<file path="src/rtl/mesh_term_hs_monitor.sv">
// rtl/mesh_term_hs_monitor.sv - mesh terminal handshake monitor
// Per-channel watchdog, data-stability, pop-empty and post-reset idle checks with sticky flags.
module mesh_term_hs_monitor #(
  parameter int NCH     = 16,
  parameter int PCKG_SZ = 40,
  parameter int TIMEOUT = 50,
  parameter int TO_W    = 8,
  parameter int CNT_W   = 16,
  parameter int RST_WIN = 4
) (
  input  logic                   clk,
  input  logic                   reset,
  input  logic [NCH-1:0]         pndng,
  input  logic [NCH-1:0]         pop,
  input  logic [NCH*PCKG_SZ-1:0] data,
  input  logic                   err_clr,
  output logic [NCH-1:0]         err_timeout,
  output logic [NCH-1:0]         err_pop_empty,
  output logic [NCH-1:0]         err_data_chg,
  output logic [NCH-1:0]         err_reset,
  output logic [NCH*CNT_W-1:0]   pkt_cnt,
  output logic                   err_any,
  output logic [$clog2(NCH)-1:0] first_err_ch,
  output logic                   first_err_vld
);

  localparam int CH_W  = $clog2(NCH);
  localparam int WIN_W = (RST_WIN > 0) ? $clog2(RST_WIN + 1) : 1;
  localparam logic [TO_W-1:0]  TO_LIM   = TO_W'(TIMEOUT);
  localparam logic [WIN_W-1:0] WIN_INIT = WIN_W'(RST_WIN);

  localparam logic [1:0] ST_IDLE = 2'd0;
  localparam logic [1:0] ST_WAIT = 2'd1;
  localparam logic [1:0] ST_LATE = 2'd2;

  logic [1:0]         state_q [NCH];
  logic [1:0]         state_d [NCH];
  logic [TO_W-1:0]    wd_q    [NCH];
  logic [TO_W-1:0]    wd_d    [NCH];
  logic [PCKG_SZ-1:0] snap_q  [NCH];
  logic [PCKG_SZ-1:0] snap_d  [NCH];
  logic [CNT_W-1:0]   cnt_q   [NCH];
  logic [CNT_W-1:0]   cnt_d   [NCH];

  logic [NCH-1:0]     set_to;
  logic [NCH-1:0]     set_pe;
  logic [NCH-1:0]     set_dc;
  logic [NCH-1:0]     set_rs;
  logic [NCH-1:0]     new_err_q;
  logic [CH_W-1:0]    low_ch;
  logic [WIN_W-1:0]   win_q;

  function automatic logic [CNT_W-1:0] sat_inc(input logic [CNT_W-1:0] v);
    return (&v) ? v : v + CNT_W'(1);
  endfunction

  always_comb begin
    state_d = state_q;
    wd_d    = wd_q;
    snap_d  = snap_q;
    cnt_d   = cnt_q;
    set_to  = '0;
    set_pe  = '0;
    set_dc  = '0;
    set_rs  = '0;
    for (int i = 0; i < NCH; i++) begin
      set_rs[i] = (win_q != '0) &&
                  (pndng[i] || pop[i] || (|data[i*PCKG_SZ +: PCKG_SZ]));
      case (state_q[i])
        ST_IDLE: begin
          if (pndng[i] && !pop[i]) begin
            state_d[i] = ST_WAIT;
            wd_d[i]    = TO_W'(1);
            snap_d[i]  = data[i*PCKG_SZ +: PCKG_SZ];
          end else if (pndng[i] && pop[i]) begin
            cnt_d[i] = sat_inc(cnt_q[i]);
          end else if (pop[i]) begin
            set_pe[i] = 1'b1;
          end
        end
        ST_WAIT: begin
          if (pop[i]) begin
            cnt_d[i] = sat_inc(cnt_q[i]);
            // pndng still high after a pop means the next packet is already waiting
            if (pndng[i]) begin
              wd_d[i]   = TO_W'(1);
              snap_d[i] = data[i*PCKG_SZ +: PCKG_SZ];
            end else begin
              state_d[i] = ST_IDLE;
            end
          end else if (pndng[i]) begin
            if (data[i*PCKG_SZ +: PCKG_SZ] != snap_q[i]) begin
              set_dc[i] = 1'b1;
              snap_d[i] = data[i*PCKG_SZ +: PCKG_SZ];
            end
            if (wd_q[i] == TO_LIM) begin
              set_to[i]  = 1'b1;
              state_d[i] = ST_LATE;
            end else begin
              wd_d[i] = wd_q[i] + TO_W'(1);
            end
          end else begin
            state_d[i] = ST_IDLE;
          end
        end
        ST_LATE: begin
          if (pop[i]) begin
            cnt_d[i]   = sat_inc(cnt_q[i]);
            state_d[i] = ST_IDLE;
          end else if (!pndng[i]) begin
            state_d[i] = ST_IDLE;
          end else if (data[i*PCKG_SZ +: PCKG_SZ] != snap_q[i]) begin
            set_dc[i] = 1'b1;
            snap_d[i] = data[i*PCKG_SZ +: PCKG_SZ];
          end
        end
        default: state_d[i] = ST_IDLE;
      endcase
    end
  end

  always_comb begin
    low_ch = '0;
    for (int i = NCH - 1; i >= 0; i--) begin
      if (new_err_q[i]) low_ch = CH_W'(i);
    end
  end

  always_ff @(posedge clk) begin
    if (reset) begin
      for (int i = 0; i < NCH; i++) begin
        state_q[i] <= ST_IDLE;
        wd_q[i]    <= '0;
        snap_q[i]  <= '0;
        cnt_q[i]   <= '0;
      end
      err_timeout   <= '0;
      err_pop_empty <= '0;
      err_data_chg  <= '0;
      err_reset     <= '0;
      err_any       <= 1'b0;
      first_err_ch  <= '0;
      first_err_vld <= 1'b0;
      new_err_q     <= '0;
      win_q         <= WIN_INIT;
    end else begin
      state_q <= state_d;
      wd_q    <= wd_d;
      snap_q  <= snap_d;
      cnt_q   <= cnt_d;
      // a violation in the clearing cycle survives the clear
      err_timeout   <= (err_timeout   & {NCH{~err_clr}}) | set_to;
      err_pop_empty <= (err_pop_empty & {NCH{~err_clr}}) | set_pe;
      err_data_chg  <= (err_data_chg  & {NCH{~err_clr}}) | set_dc;
      err_reset     <= (err_reset     & {NCH{~err_clr}}) | set_rs;
      new_err_q     <= set_to | set_pe | set_dc | set_rs;
      err_any       <= ~err_clr &
                       (|(err_timeout | err_pop_empty | err_data_chg | err_reset));
      if (err_clr) begin
        first_err_vld <= 1'b0;
      end else if (!first_err_vld && (|new_err_q)) begin
        first_err_vld <= 1'b1;
        first_err_ch  <= low_ch;
      end
      if (win_q != '0) win_q <= win_q - WIN_W'(1);
    end
  end

  for (genvar g = 0; g < NCH; g++) begin : g_cnt
    assign pkt_cnt[g*CNT_W +: CNT_W] = cnt_q[g];
  end

endmodule

</file>
<file path="config.mk">
export PLATFORM = sky130hd
export DESIGN_NAME = mesh_term_hs_monitor
export DESIGN_NICKNAME = d
export VERILOG_FILES = /design/src/rtl/mesh_term_hs_monitor.sv
export SDC_FILE = /design/constraint.sdc
export NUM_CORES = 2
export LEC_CHECK = 0
export CORE_AREA = 4 4 391 393
export CTS_CLUSTER_SIZE = 14
export DETAILED_ROUTE_END_ITERATION = 7
export DIE_AREA = 0 0 395 397
export GPL_ROUTABILITY_DRIVEN = 1
export PLACE_DENSITY = 0.62
export SYNTH_ARGS = -nofsm -noshare
export SYNTH_HDL_FRONTEND = slang
export SYNTH_SLANG_ARGS = --single-unit
</file>
<file path="constraint.sdc">
create_clock -name clk -period 2.15 [get_ports clk]
set_input_delay 0.3225 -clock clk [delete_from_list [all_inputs] [get_ports clk]]
set_output_delay 0.3225 -clock clk [all_outputs]
set_load 0.02 [all_outputs]
</file>
==> results.py <==
metrics = {
    "sta": {
        "hold-worst-slack_ns": 0.2545,
        "maxSlewViolCount": 0,
        "skew_ns": 0.04009,
        "setup_violations": 354,
        "tightest_slew_ns": 0.7622,
        "max_freq_mhz": 402.4,
        "setup_ws_ns": -0.3353,
        "period_share_pct": 115.6,
        "hold_viol": 0,
        "slew_headroom_pct": 48.47,
        "tns_ns": -70.48,
        "fin_crit_ns": 2.485,
        "rsz0062_at_grt": "true",
    },
    "layout": {
        "multi_input_area_sq_um": 30420,
        "synthToLayoutAreaGrowth_pct": 54.61,
        "nFillCells": 13140,
        "final_cell_area_sq_um": 82230,
        "seq_area_sq_um": 23040,
        "nets": 8606,
        "drive_above_1_share_pct": 22.96,
    },
    "min_path": {
        "hp-class": "in2reg",
    },
    "setup_path": {
        "cp_num_buf_inv": 3,
        "path_class": "reg2reg",
        "cp_slowest_cell": "dfxtp_2",
        "critical_path.max_fanout": 5,
        "cp.arrival_ns": 3.12,
        "path_cells": "xor2_2 > nor4_2 > nand4_1 > o31ai_2 > buf_4 > a2bb2oi_4 > a211oi_4 > buf_12 > clkbuf_16 > a22o_1",
        "worst_path_largest_cell_delay_ns": 0.34,
        "critical-path-top-delay-family": "compound AO/OA/AOI/OAI gates",
        "cp-start-kind": "flip-flop",
        "worstPathRequired_ns": 2.79,
        "crit_path_end_kind": "flip-flop",
    },
    "global_route": {
        "grt_pass1_wl_mm": 314.5,
        "grt-ovfl-total": 0,
        "grt_max_degree": 82,
        "grt_pass1_vias": 52060,
        "grt_antenna_before_repair": 25,
        "grt_util_all_layers_pct": 25.66,
    },
    "flow_run": {
        "max_cap_viol_count": 0,
    },
    "clock_network": {
        "cts_root_buf": "clkbuf_16",
        "clockBufferDepth": 3,
        "tritoncts": "built",
        "cts_made_buffers": 136,
        "htree_levels": 4,
        "cts.sinks": 1145,
        "clock_latency_ns": 0.77,
        "clk_pin_slew_ns": 0.06,
    },
    "power": {
        "swShare_pct": 29.16,
        "power.density_nw_per_um2": 784.8,
        "clkPwrFrac_pct": 38.2,
        "p_int_mw": 45.71,
        "p_sw_mw": 18.82,
        "ir_worst_vdd_mv": 0.6374,
        "power.leakage_nw": 34.21,
        "seqPwrFrac_pct": 38.3,
        "combPwrFrac_pct": 23.5,
    },
    "yosys": {
        "avgSynthCellArea_sq_um": 9.416,
        "synth_fa_ha_area_share_pct": 2.753,
        "post_synth_num_cell_types": 76,
        "synth_top_family_by_area": "simple AND/OR/NAND/NOR gates",
        "ys_ff_latch": 1145,
        "synth_edf_count": 0,
        "yosysSeqAreaShare_pct": 43.10,
        "synthXorXnorAreaFrac_pct": 15.65,
        "synthCells": 5648,
        "synth_area_sq_um": 53180,
        "synth_nets": 6440,
        "synthFlopType": "dfxtp_1",
        "synth-simple-area-share_pct": 18.62,
        "yosys_warnings": 0,
        "synthMuxAreaShare_pct": 0.6023,
        "synth-compound-area-share_pct": 16.58,
        "ys_async_sr_fraction_pct": 0,
    },
    "floorplan": {
        "fp.dieW_microns": 395,
        "placeableCoreArea_sq_um": 149400,
        "pin_count": 1001,
        "num_rows": 142,
        "die-area_sq_um": 156800,
        "die_y_microns": 397,
        "start_util_pct": 35.59,
    },
    "outcome": {
        "violations": "setup timing",
        "status": "complete, but fails checks",
    },
    "placement": {
        "hpwl_mm": 159.7,
        "placed_area_sq_um": 74220,
        "portBuffers": 1000,
        "gp_congestion": 0.9091,
    },
    "route": {
        "first_pass_iters": 5,
        "drtIter0Drc": 3331,
        "totalWireLength_mm": 216.8,
        "vias_per_cell": 5.310,
        "drc": 0,
        "vias": 52910,
        "ant_nets": 0,
        "wire_per_inst_microns": 21.76,
    },
}
-- synth_stat cells, types with 5 or more instances --
library cell / count / share of area (%)
dfxtp_1: 1145 / 43
a22o_1: 585 / 9.6
nor2_1: 534 / 3.8
xor2_1: 482 / 7.9
xnor2_1: 468 / 7.7
nor4_1: 295 / 3.5
nand4_1: 272 / 3.2
nand2_1: 258 / 1.8
clkbuf_1: 206 / 1.5
a21oi_1: 170 / 1.6
nand3_1: 135 / 1.3
inv_1: 123 / 0.87
ha_1: 117 / 2.8
o21ai_0: 98 / 0.92
and3_1: 87 / 1.0
nor2b_1: 58 / 0.68
nor3_1: 45 / 0.42
nand2b_1: 44 / 0.52
a221o_1: 42 / 0.79
and4_1: 41 / 0.68
a211oi_1: 33 / 0.47
mux2i_1: 32 / 0.60
a21o_1: 28 / 0.40
o31ai_1: 28 / 0.40
o211ai_1: 27 / 0.38
buf_2: 26 / 0.24
or3_1: 26 / 0.31
a31oi_1: 22 / 0.26
and2_1: 21 / 0.25
nand3b_1: 18 / 0.25
a32oi_1: 15 / 0.25
o21a_1: 14 / 0.20
a21boi_0: 11 / 0.16
a32o_1: 11 / 0.21
nor4bb_1: 11 / 0.21
nor3b_1: 10 / 0.14
or2_2: 10 / 0.12
nand4b_1: 7 / 0.12
o21ai_1: 7 / 0.066
a22oi_1: 6 / 0.085
buf_1: 6 / 0.042
a41oi_1: 5 / 0.082
nor4b_1: 5 / 0.082
or4_1: 5 / 0.071
-- through the flow --
stage	total power, mW	setup slack [ns]	utilization, %	std cells
floorplan	31.16	-0.01280	-	5648
global placement	38.48	-0.9621	49.67	9568
CTS	64.27	-0.2657	53.97	9896
detailed placement	38.67	-0.9434	49.67	9568
finish	64.53	-0.3353	55.03	9964
global route	67.14	-0.4229	55.02	9960
-- sequential cells by signal, indices dropped and copies added, names as in the netlist --
| signal | flops |
|---|---|
| wd_q | 128 |
| first_err_vld | 1 |
| pkt_cnt | 256 |
| err_data_chg | 16 |
| err_any | 1 |
| err_pop_empty | 16 |
| new_err_q | 16 |
| err_timeout | 16 |
| first_err_ch | 4 |
| win_q | 3 |
| state_q | 32 |
| snap_q | 640 |
| err_reset | 16 |
-- cells in the final DEF (no fill, tap or decap), types with 33 or more instances in the layout --
| cell type | n |
|---|---|
| dfxtp_2 | 75 |
| a22o_1 | 585 |
| nor2b_1 | 56 |
| xnor2_2 | 33 |
| nand2_1 | 257 |
| nand3_1 | 133 |
| buf_4 | 1110 |
| a21oi_1 | 158 |
| ha_1 | 107 |
| nand2b_1 | 43 |
| dfxtp_1 | 1063 |
| and3_1 | 63 |
| xnor2_1 | 435 |
| clkdlybuf4s50_1 | 679 |
| nand4_1 | 272 |
| o21ai_0 | 96 |
| nor4_1 | 245 |
| inv_1 | 118 |
| nor2_1 | 523 |
| and4_1 | 41 |
| nor3_1 | 37 |
| buf_6 | 39 |
| xor2_1 | 473 |
| dlygate4sd2_1 | 317 |
| buf_12 | 56 |
| nor4_2 | 42 |
| a221o_1 | 41 |
| clkbuf_16 | 170 |
-- logic make-up after synthesis --
family / Yosys count
simple gates: 1894
xor+xnor: 950
flops: 1145
compound gates: 1143
buf+inv: 367
mux: 32
fa+ha+maj: 117
-- path summary, 6_finish.rpt --
check                  start              end  slack [ns]  depth (start not counted)
min                 data[64]      snap_q[584]        0.25                          2
min reg2reg  first_err_ch[1]  first_err_ch[1]        0.46                          2
max              snap_q[143]      snap_q[151]       -0.34                         10
max reg2reg      snap_q[143]      snap_q[151]       -0.34                         10
-- power groups by stage --
stage	Sequential [mW]	Combinational, mW	Clock, mW
after floorplan	25.0	6.18	0
after global placement	25.0	13.5	0
after detailed placement	25.0	13.6	0
after CTS	24.6	14.5	25.2
after global routing	24.9	16.2	26.0
final	24.7	15.2	24.6
-- repair_timing --
item                                   CTS  global route
cloned                                  42            43
pin swaps                              116           241
setup endpoints to repair              969           840
resized for setup                      501           201
endpoints found under the hold margin    9             0
hold buffers                             1             0
buffers inserted                        34            26
-- metal layers --
layer / wire length, microns / share of wire, % / global-route usage (%)
met2: 101500 / 47 / 42.71
met4: 11700 / 5.4 / 12.44
met1: 89350 / 41 / 31.61
met3: 14310 / 6.6 / 5.403
met5: 16 / 0.0074 / 0
-- cell type report --
type	count	area share, %
Clock buffer	190	4.878
Sequential cell	1145	28.02
Inverter	124	0.5661
Tap cell	2016	3.068
Multi-Input combinational cell	4144	37.00
Antenna cell	20	0.06087
Clock inverter	62	0.9784
Timing Repair Buffer	2263	25.43
(Power assumes the default switching activity.)
